==> src/rtl/debug_tx_dumper.sv <==
// Transmit-side dump sequencer of the UART debugger: streams PC, all registers and
// all data-memory words to the TX FIFO as N-bit bytes, MSB byte first.
module debug_tx_dumper #(
  parameter int unsigned N       = 8,
  parameter int unsigned W       = 5,
  parameter int unsigned PC_SZ   = 32,
  parameter int unsigned DATA_SZ = 32
) (
  input  logic               i_clk,
  input  logic               i_reset,
  input  logic               i_start,
  input  logic [PC_SZ-1:0]   i_pc,
  input  logic [DATA_SZ-1:0] i_register_data,
  input  logic [DATA_SZ-1:0] i_memory_data,
  input  logic               i_tx_full,
  output logic [W-1:0]       o_addr,
  output logic [N-1:0]       o_tx_data,
  output logic               o_tx_wr,
  output logic               o_busy,
  output logic               o_done
);

  localparam int unsigned WORDS  = 1 << W;
  localparam int unsigned LAST_K = 2 * WORDS;
  localparam int unsigned KW     = $clog2(LAST_K + 1);
  localparam int unsigned BYTES  = DATA_SZ / N;
  localparam int unsigned BCW    = (BYTES > 1) ? $clog2(BYTES) : 1;

  typedef enum logic [2:0] {
    IDLE   = 3'd0,
    FETCH1 = 3'd1,
    FETCH2 = 3'd2,
    SEND   = 3'd3,
    DONE   = 3'd4
  } state_e;

  state_e             state_q, state_d;
  logic [KW-1:0]      k_q, k_d;
  logic [BCW-1:0]     cnt_q, cnt_d;
  logic [DATA_SZ-1:0] shift_q, shift_d;
  logic [W-1:0]       addr_q, addr_d;
  logic [N-1:0]       last_q, last_d;

  logic [N-1:0] cur_byte;
  logic         last_byte;
  logic         last_word;

  assign cur_byte  = shift_q[DATA_SZ-1 -: N];
  assign last_byte = (cnt_q == BCW'(BYTES - 1));
  assign last_word = (k_q == KW'(LAST_K));
  assign o_addr    = addr_q;

  always_ff @(posedge i_clk) begin
    if (!i_reset) state_q <= IDLE;
    else          state_q <= state_d;
  end

  always_comb begin
    state_d = state_q;
    unique case (state_q)
      IDLE:    if (i_start) state_d = FETCH1;
      FETCH1:  state_d = FETCH2;
      FETCH2:  state_d = SEND;
      SEND:    if (!i_tx_full && last_byte) state_d = last_word ? DONE : FETCH1;
      DONE:    state_d = IDLE;
      default: state_d = IDLE;
    endcase
  end

  always_comb begin
    o_tx_wr   = 1'b0;
    o_busy    = 1'b0;
    o_done    = 1'b0;
    o_tx_data = last_q;
    unique case (state_q)
      IDLE:   ;
      FETCH1: o_busy = 1'b1;
      FETCH2: o_busy = 1'b1;
      SEND: begin
        o_busy = 1'b1;
        if (!i_tx_full) begin
          o_tx_wr   = 1'b1;
          o_tx_data = cur_byte;
        end
      end
      DONE: begin
        o_busy = 1'b1;
        o_done = 1'b1;
      end
      default: ;
    endcase
  end

  // Word index, byte counter, shift register, debug address and held TX byte.
  always_comb begin
    k_d     = k_q;
    cnt_d   = cnt_q;
    shift_d = shift_q;
    addr_d  = addr_q;
    last_d  = last_q;
    unique case (state_q)
      IDLE: begin
        if (i_start) begin
          k_d    = '0;
          cnt_d  = '0;
          addr_d = '0;
        end
      end
      FETCH2: begin
        cnt_d = '0;
        if (k_q == '0)                 shift_d = DATA_SZ'(i_pc);
        else if (k_q <= KW'(WORDS))    shift_d = i_register_data;
        else                           shift_d = i_memory_data;
      end
      SEND: begin
        if (!i_tx_full) begin
          last_d  = cur_byte;
          shift_d = shift_q << N;
          if (last_byte) begin
            cnt_d = '0;
            // Address of word k+1 is (k+1)-1 modulo 2^W.
            if (!last_word) begin
              k_d    = k_q + KW'(1);
              addr_d = W'(k_q);
            end
          end else begin
            cnt_d = cnt_q + BCW'(1);
          end
        end
      end
      default: ;
    endcase
  end

  always_ff @(posedge i_clk) begin
    if (!i_reset) begin
      k_q     <= '0;
      cnt_q   <= '0;
      shift_q <= '0;
      addr_q  <= '0;
      last_q  <= '0;
    end else begin
      k_q     <= k_d;
      cnt_q   <= cnt_d;
      shift_q <= shift_d;
      addr_q  <= addr_d;
      last_q  <= last_d;
    end
  end

endmodule
==> config.mk <==
export PLATFORM = sky130hd
export DESIGN_NAME = debug_tx_dumper
export DESIGN_NICKNAME = d
export VERILOG_FILES = /design/src/rtl/debug_tx_dumper.sv
export SDC_FILE = /design/constraint.sdc
export NUM_CORES = 1
export LEC_CHECK = 0
export CAP_MARGIN = 10
export CORE_ASPECT_RATIO = 0.6
export CORE_UTILIZATION = 46
export CTS_CLUSTER_DIAMETER = 120
export DETAILED_ROUTE_END_ITERATION = 8
export GPL_ROUTABILITY_DRIVEN = 0
export PLACE_DENSITY = 0.91
export SETUP_SLACK_MARGIN = 0.15
export SLEW_MARGIN = 30
export SYNTH_ARGS = -nofsm -noshare
export SYNTH_HDL_FRONTEND = slang
export SYNTH_SLANG_ARGS = --single-unit
==> constraint.sdc <==
create_clock -name i_clk -period 2.47 [get_ports i_clk]
set_input_delay 0.3705 -clock i_clk [delete_from_list [all_inputs] [get_ports i_clk]]
set_output_delay 0.3705 -clock i_clk [all_outputs]
set_load 0.01 [all_outputs]
======== Yosys cells after proc, flatten, opt, wreduce, memory -nomap -nowiden ========
Cells that the tools add are included.
word-level totals
  register bits after elaboration ......... 57
  logic and storage cells ................. 60
operators by class
  add/subtract/negate cells ............... 2
  order comparisons ....................... 1
  eq/ne operators ......................... 11
  multiplexer cells ....................... 28
  reductions and logical operators ........ 12
operator list
  cell                 number
  $mux 32              3
  $pmux 32 s2          1
  $mux 7               4
  $mux 5               4
  $mux 8               2
  $pmux 7 s2           1
  $pmux 3 s4           1
  $ne 2x2->1 const B   5
  $pmux 5 s2           1
  $mux 3               3
  $add 7x1->7 const B  1
  $eq 7x7->1 const B   1
  $le 7x6->1 const B   1
  $logic_not 7->1      1
  $eq 3x2->1 const B   2
  $mux 2               3
  $pmux 2 s3           1
  $reduce_and 5->1     1
  $mux 1               4
  $reduce_and 2->1     2
  $reduce_bool 2->1    2
  $reduce_or 4->1      1
  $eq 3x1->1 const B   1
  $eq 3x3->1 const B   1
  7 further kinds      7

======== Longest topological paths before layout ========
Gate-level depths: netlist of the first run.
  word-level depth ........................ 5
  depth in mapped cells ................... 7
  depth with buffers taken out ............ 6

======== Worst setup path after synthesis of the first run ========
OpenSTA, ideal clock, no wires.
  path kind ............................... flip-flop to output port
  start point ............................. register state_q[2]
  end point ............................... output port o_tx_data[1]
  arrival time ............................ 1.519 ns
  setup slack ............................. 0.580 ns
  stages on the path, launching flop included .. 6
  path buffers ............................ 2
  cell sequence ........................... dfxtp_1 -> buf_2 -> nand3b_1 -> nor2_1 -> buf_2 -> mux2_1
between the ends
  cells in the longest elaborated chain, start to end .. 2
ends and longest elaborated chain
  element                 line  text
  from (decl)             37    state_e state_q, state_d;
  from (signal assigned)  55    else state_q <= state_d;
  $eq 3x2->1              75    unique case (state_q)
  $mux 8                  n/a
  to (decl)               17    output logic [N-1:0] o_tx_data,
Every way passes these cells.

======== Final worst setup path of the first run ========
  start point ............................. register state_q[2]
  end point ............................... output port o_tx_data[0]
The elaborated chain is that of the path after synthesis.

==> impl_metrics.env, run 1 <==
export IMPL_dp_hpwl_microns=7100
export IMPL_die_w_microns=112
export IMPL_routed_wl_microns=10100
export IMPL_tightest_slew_ns=0.953
export IMPL_violations="design-rule violations"
export IMPL_cts_buffer_depth=2
export IMPL_initial_utilization=0.487
export IMPL_die_h_microns=67.8
export IMPL_register_area_sq_um=1140
export IMPL_ir_drop_uv=501
export IMPL_ys_seq_area_frac=0.344
export IMPL_hold_viol=0
export IMPL_drc=2
export IMPL_rows=23
export IMPL_grt_pass1_vias=3104
export IMPL_start_kind="flop"
export IMPL_synth_cell_types=50
export IMPL_cpPeakStageDelay_ns=0.34
export IMPL_synth_largest_area_cell="dfxtp_1"
export IMPL_drt_vias_per_instance=6.18
export IMPL_rsz0062_at_grt="true"
export IMPL_dr_first_iter_drc_count=237
export IMPL_wl_per_cell_microns=18.7
export IMPL_diodes=0
export IMPL_p_total_mw=2.60
export IMPL_ios=116
export IMPL_cellPowerDensity_nw_per_um2=527
export IMPL_syn_inst=327
export IMPL_synth_edf_count=0
export IMPL_mostFrequentLayoutCell="clkdlybuf4s50_1"
export IMPL_clk_pin_slew_ns=0.05
export IMPL_cts_buffers=9
export IMPL_die_area_sq_um=7570
export IMPL_ys_warn_count=0
export IMPL_cp_required_ns=2.10
export IMPL_finalCritPeriodShare=0.946
export IMPL_multi_input_area_sq_um=2010
export IMPL_setup_viol=0
export IMPL_postSynthAreaPerCell_sq_um=10.2
export IMPL_crit_path_top_delay_cell="mux2_2"
export IMPL_syn_area_sq_um=3320
export IMPL_htreeDepth=3
export IMPL_syn_nets=430
export IMPL_grt_max_degree=45
export IMPL_final_core_util=0.724
export IMPL_cp_arrival_ns=1.97
export IMPL_async_flop_share=0
export IMPL_timing_fmax_mhz=428
export IMPL_insertion_delay_ns=0.33
export IMPL_vias=3323
export IMPL_final_cell_mix="clkdlybuf4s50_1, dfxtp_1, a21oi_1, o21ai_0, buf_4"
export IMPL_ant_nets=0
export IMPL_critPathBufInv=4
export IMPL_nets=551
export IMPL_gr_total_overflow=0
export IMPL_critPathKind="reg -> out"
export IMPL_hold_class="reg -> reg"
export IMPL_grt_pass1_wl_microns=15200
export IMPL_drv_slew=0
export IMPL_clock_sink_count=57
export IMPL_fillers=471
export IMPL_grtUsageTotal=0.264
export IMPL_placed_area_sq_um=4580
export IMPL_maxSlewHeadroom=0.365
export IMPL_ys_flop_type="dfxtp_1"
export IMPL_core_area_sq_um=6820
export IMPL_postCtsHoldBufs=0
export IMPL_cts_tree="built"
export IMPL_cap_viol_max_count=0
export IMPL_fin_crit_ns=2.34
export IMPL_status="finished with violations"
export IMPL_synth_seq_cells=57
export IMPL_detail_route_first_pass_iterations=6
export IMPL_power_leakage_nw=1.82
export IMPL_ctsRootBufferMaster="clkbuf_16"
export IMPL_numPortBuffers=115
export IMPL_final_layout_size_suffix_gt1_frac=0.226
export IMPL_cp_end_kind="primary output"
export IMPL_cp_max_fo=5
export IMPL_yosys_top_cells_area="dfxtp_1, o221ai_2, a211oi_2"
export IMPL_fin_skew_ns=0.00840
export IMPL_fin_tns_setup_ns=0
export IMPL_syn_to_final_growth_pct=48.7
export IMPL_critical_path_top_delay_family="buffers and inverters"
export IMPL_synth_top_area_frac=0.344
export IMPL_cp_cell_sequence="nand3b_1 -> nor2_2 -> buf_6 -> buf_12 -> buf_4 -> mux2_2 -> dlygate4sd2_1"
export IMPL_antenna_found_initial=0
export IMPL_fin_area_sq_um=4940
export IMPL_hold_ws_ns=0.479
-- metal layers --
layer,up-vias,share of wire,GRT usage
li1,1548,-,-
met1,1588,0.42,0.310
met2,173,0.49,0.463
met3,14,0.079,0.0726
met4,0,0.013,0.120
met5,-,0,0
-- repair_timing --
item,CTS,global route
hold endpoints to repair,0,0
pin swaps,0,2
setup endpoints to repair,8,2
setup buffers,3,9
resized for setup,12,7
-- registers in the layout, indices dropped and copies added (netlist names) --
name and cells:
shift_q 32, last_q 8, k_q 7, o_addr 5
state_q 3, cnt_q 2
-- final cells by class --
type | instances | share of cell area
tap | 87 | 0.0220
inverter | 5 | 0.00380
sequential | 57 | 0.232
timing repair buffer | 142 | 0.282
multi-input combinational | 233 | 0.407
clock buffer | 14 | 0.0535
-- where the power goes --
part	switching, mW	total (mW)	internal [mW]
Clock	0.393	1.11	0.720
Sequential	0.0400	1.01	0.975
Combinational	0.211	0.475	0.265
Total	0.644	2.60	1.96
-- through the flow --
stage / cells / setup WS (ns)
6_report: 538 / 0.133
5_1_grt: 538 / 0.0469
4_1_cts: 529 / 0.175
3_5_place_dp: 512 / 0.0786
3_3_place_gp: 512 / 0.0958
2_1_floorplan: 327 / 0.580
-- final timing paths --
kind	cells after the start	startpoint	slack, ns	to
worst min-delay path	1	o_addr[4]$_SDFFE_PN0P_	0.48	o_addr[4]$_SDFFE_PN0P_
worst max register to register	7	k_q[0]$_SDFFE_PN0P_	0.36	shift_q[31]$_SDFFE_PN0P_
worst min register to register	1	o_addr[4]$_SDFFE_PN0P_	0.48	o_addr[4]$_SDFFE_PN0P_
worst max-delay path	7	state_q[2]$_SDFFE_PN0P_	0.13	o_tx_data[0]
-- cell families (layout without fill, tap and decap cells) --
| logic type | after synthesis | in the layout | share of synthesized area |
|---|---|---|---|
| buffers and inverters | 37 | 161 | 0.0539 |
| AO/OA/AOI/OAI | 155 | 155 | 0.417 |
| AND/OR/NAND/NOR | 50 | 50 | 0.0972 |
| flip-flops | 57 | 57 | 0.344 |
| XOR/XNOR | 4 | 4 | 0.0105 |
| multiplexers | 21 | 21 | 0.0667 |
| adder cells (fa/ha/maj) | 3 | 3 | 0.0113 |
-- Yosys cell counts, types with 4 or more instances --
cell,instances
buf_2,8
mux2_1,6
mux2i_1,12
a21oi_1,27
a211oi_2,20
a22oi_1,9
nand2_1,9
a2111oi_0,14
buf_6,4
inv_1,5
a211oi_1,4
clkbuf_1,18
and2_1,9
dfxtp_1,57
o21ai_1,9
a22o_1,6
nor2_1,8
o21ai_0,23
nand2b_1,4
nor3_1,4
xnor2_1,4
a2111oi_2,10
o221ai_2,20
No activity file was read; power rests on OpenSTA's default activity.
==> inputs of run 2 (changes only) <==
RECOVER_POWER = 50   (was default)
SKIP_CTS_REPAIR_TIMING = 1   (was default)
==> run 2 against run 1 <==
  * The flow still finishes with violations (design-rule violations)
  * Utilization is 0.97 points lower
  * Worst setup slack gained 0.051 ns
  * Maximum frequency grew 2.2%
  * Sequential share of layout area increased by 0.32 points
  * Critical endpoint is now o_tx_data[2]
==> impl_metrics.env, run 2 (synthesized netlist as in run 1, its figures left out) <==
export IMPL_worstHoldPathCells=1
export IMPL_antenna_found_initial=0
export IMPL_die_w_microns=112
export IMPL_fin_tns_setup_ns=0
export IMPL_highest_layer="met4"
export IMPL_cts_tree="built"
export IMPL_initial_utilization=0.487
export IMPL_hold_viol=0
export IMPL_grt_pass1_wl_microns=15100
export IMPL_fillers=480
export IMPL_finalCritPeriodShare=0.926
export IMPL_start_kind="input port"
export IMPL_dr_first_iter_drc_count=184
export IMPL_cp_end_kind="primary output"
export IMPL_ant_nets=0
export IMPL_crit_path_top_delay_cell="dlygate4sd3_1"
export IMPL_worstHoldEndpoint="o_addr[4]$_SDFFE_PN0P_"
export IMPL_rows=23
export IMPL_hold_class="reg -> reg"
export IMPL_worstHoldStart="o_addr[4]$_SDFFE_PN0P_"
export IMPL_clock_sink_count=57
export IMPL_cp_max_fo=9
export IMPL_routed_wl_microns=9820
export IMPL_core_area_sq_um=6820
export IMPL_cpPeakStageDelay_ns=0.56
export IMPL_drt_vias_per_instance=6.23
export IMPL_grt_max_degree=45
export IMPL_rsz0062_at_grt="false"
export IMPL_drv_slew=0
export IMPL_final_layout_size_suffix_gt1_frac=0.200
export IMPL_register_area_sq_um=1140
export IMPL_cp_cell_sequence="dlygate4sd3_1 -> nor2_2 -> buf_6 -> clkbuf_4 -> mux2_1 -> dlymetal6s2s_1"
export IMPL_grtUsageTotal=0.263
export IMPL_gr_total_overflow=0
export IMPL_wl_met1_microns=4120
export IMPL_die_h_microns=67.8
export IMPL_ctsRootBufferMaster="clkbuf_16"
export IMPL_htreeDepth=3
export IMPL_reg2reg_to="shift_q[28]$_SDFFE_PN0P_"
export IMPL_dr_wl_met2_microns=4740
export IMPL_hold_ws_ns=0.468
export IMPL_ff2ff_setup_slack_ns=0.36
export IMPL_fin_area_sq_um=4870
export IMPL_clk_pin_slew_ns=0.05
export IMPL_top_regs="shift_q x32, last_q x8, k_q x7"
export IMPL_ir_drop_uv=499
export IMPL_cellPowerDensity_nw_per_um2=531
export IMPL_final_cell_mix="clkdlybuf4s50_1, dfxtp_1, a21oi_1, o21ai_0"
export IMPL_cts_buffer_depth=2
export IMPL_rr_worst_depth=7
export IMPL_maxSlewHeadroom=0.367
export IMPL_grt_pass1_vias=3085
export IMPL_reg2reg_from="k_q[0]$_SDFFE_PN0P_"
export IMPL_cts_buffers=9
export IMPL_top_register="shift_q"
export IMPL_nets=541
export IMPL_insertion_delay_ns=0.33
export IMPL_numPortBuffers=115
export IMPL_diodes=0
export IMPL_critPathKind="in -> out"
export IMPL_setup_viol=0
export IMPL_vias=3292
export IMPL_detail_route_first_pass_iterations=9
export IMPL_wl_per_cell_microns=18.6
export IMPL_wl_met3_microns=751
export IMPL_largest_reg_flops=32
export IMPL_cp_required_ns=2.10
export IMPL_mostFrequentLayoutCell="clkdlybuf4s50_1"
export IMPL_status="finished with violations"
export IMPL_placed_area_sq_um=4580
export IMPL_power_leakage_nw=1.84
export IMPL_cap_viol_max_count=0
export IMPL_layout_cells_non_filler=528
export IMPL_ios=116
export IMPL_fin_skew_ns=0.00661
export IMPL_die_area_sq_um=7570
export IMPL_violations="design-rule violations"
export IMPL_syn_to_final_growth_pct=46.7
export IMPL_timing_fmax_mhz=437
export IMPL_dp_hpwl_microns=7100
export IMPL_fin_crit_ns=2.29
export IMPL_tightest_slew_ns=0.949
export IMPL_drc=2
export IMPL_placed_cells=512
export IMPL_multi_input_area_sq_um=2010
export IMPL_cp_arrival_ns=1.92
run 2: changes by cell type in the layout (fill, tap and decap cells not counted), sizes merged, moves of 3 or more:
cell | before | now
clkdlybuf4s25 | 0 | 3
clkdlybuf4s50 | 107 | 99
buf | 26 | 14
dlymetal6s2s | 0 | 5
dlygate4sd3 | 0 | 8
dlygate4sd2 | 4 | 0
run 2: power by group:
group          internal, mW  leakage (nW)  total, mW  switching [mW]
combinational         0.255          1.25      0.458           0.203
sequential            0.975         0.465       1.02          0.0432
clock                 0.720         0.129       1.11           0.392
run 2: worst max-delay path: cells and delay by family:
| family | cells | cell delay [ns] |
|---|---|---|
| buf+inv | 4 | 1.06 |
| mux | 1 | 0.34 |
| simple gates | 1 | 0.13 |
run 2: worst max-delay path by stage:
stage | from | end
after floorplan | state_q[2]$_SDFFE_PN0P_ | o_tx_data[1]
after global placement | i_tx_full | o_tx_data[0]
after detailed placement | i_tx_full | o_tx_data[1]
after CTS | state_q[0]$_SDFFE_PN0P_ | o_tx_data[2]
after global routing | i_tx_full | o_tx_data[2]
final | i_tx_full | o_tx_data[2]
run 2: metrics by stage:
step / setup slack (ns) / power [mW] / utilization
2_1_floorplan: 0.580 / 1.24 / -
3_3_place_gp: 0.0958 / 1.47 / 0.671
3_5_place_dp: 0.0786 / 1.48 / 0.671
4_1_cts: -0.117 / 2.59 / 0.710
5_1_grt: 0.122 / 2.68 / 0.714
6_report: 0.184 / 2.59 / 0.714
run 2: cell type report:
cell class / count / area share
clock buffer: 14 / 0.0542
multi-input combinational: 233 / 0.412
tap: 87 / 0.0223
timing repair buffer: 132 / 0.272
inverter: 5 / 0.00385
sequential: 57 / 0.235
run 2: routing by layer:
layer	vias up	global-route usage
met5	-	0
met4	0	0.125
met3	19	0.0726
met2	167	0.459
met1	1578	0.309
li1	1528	-
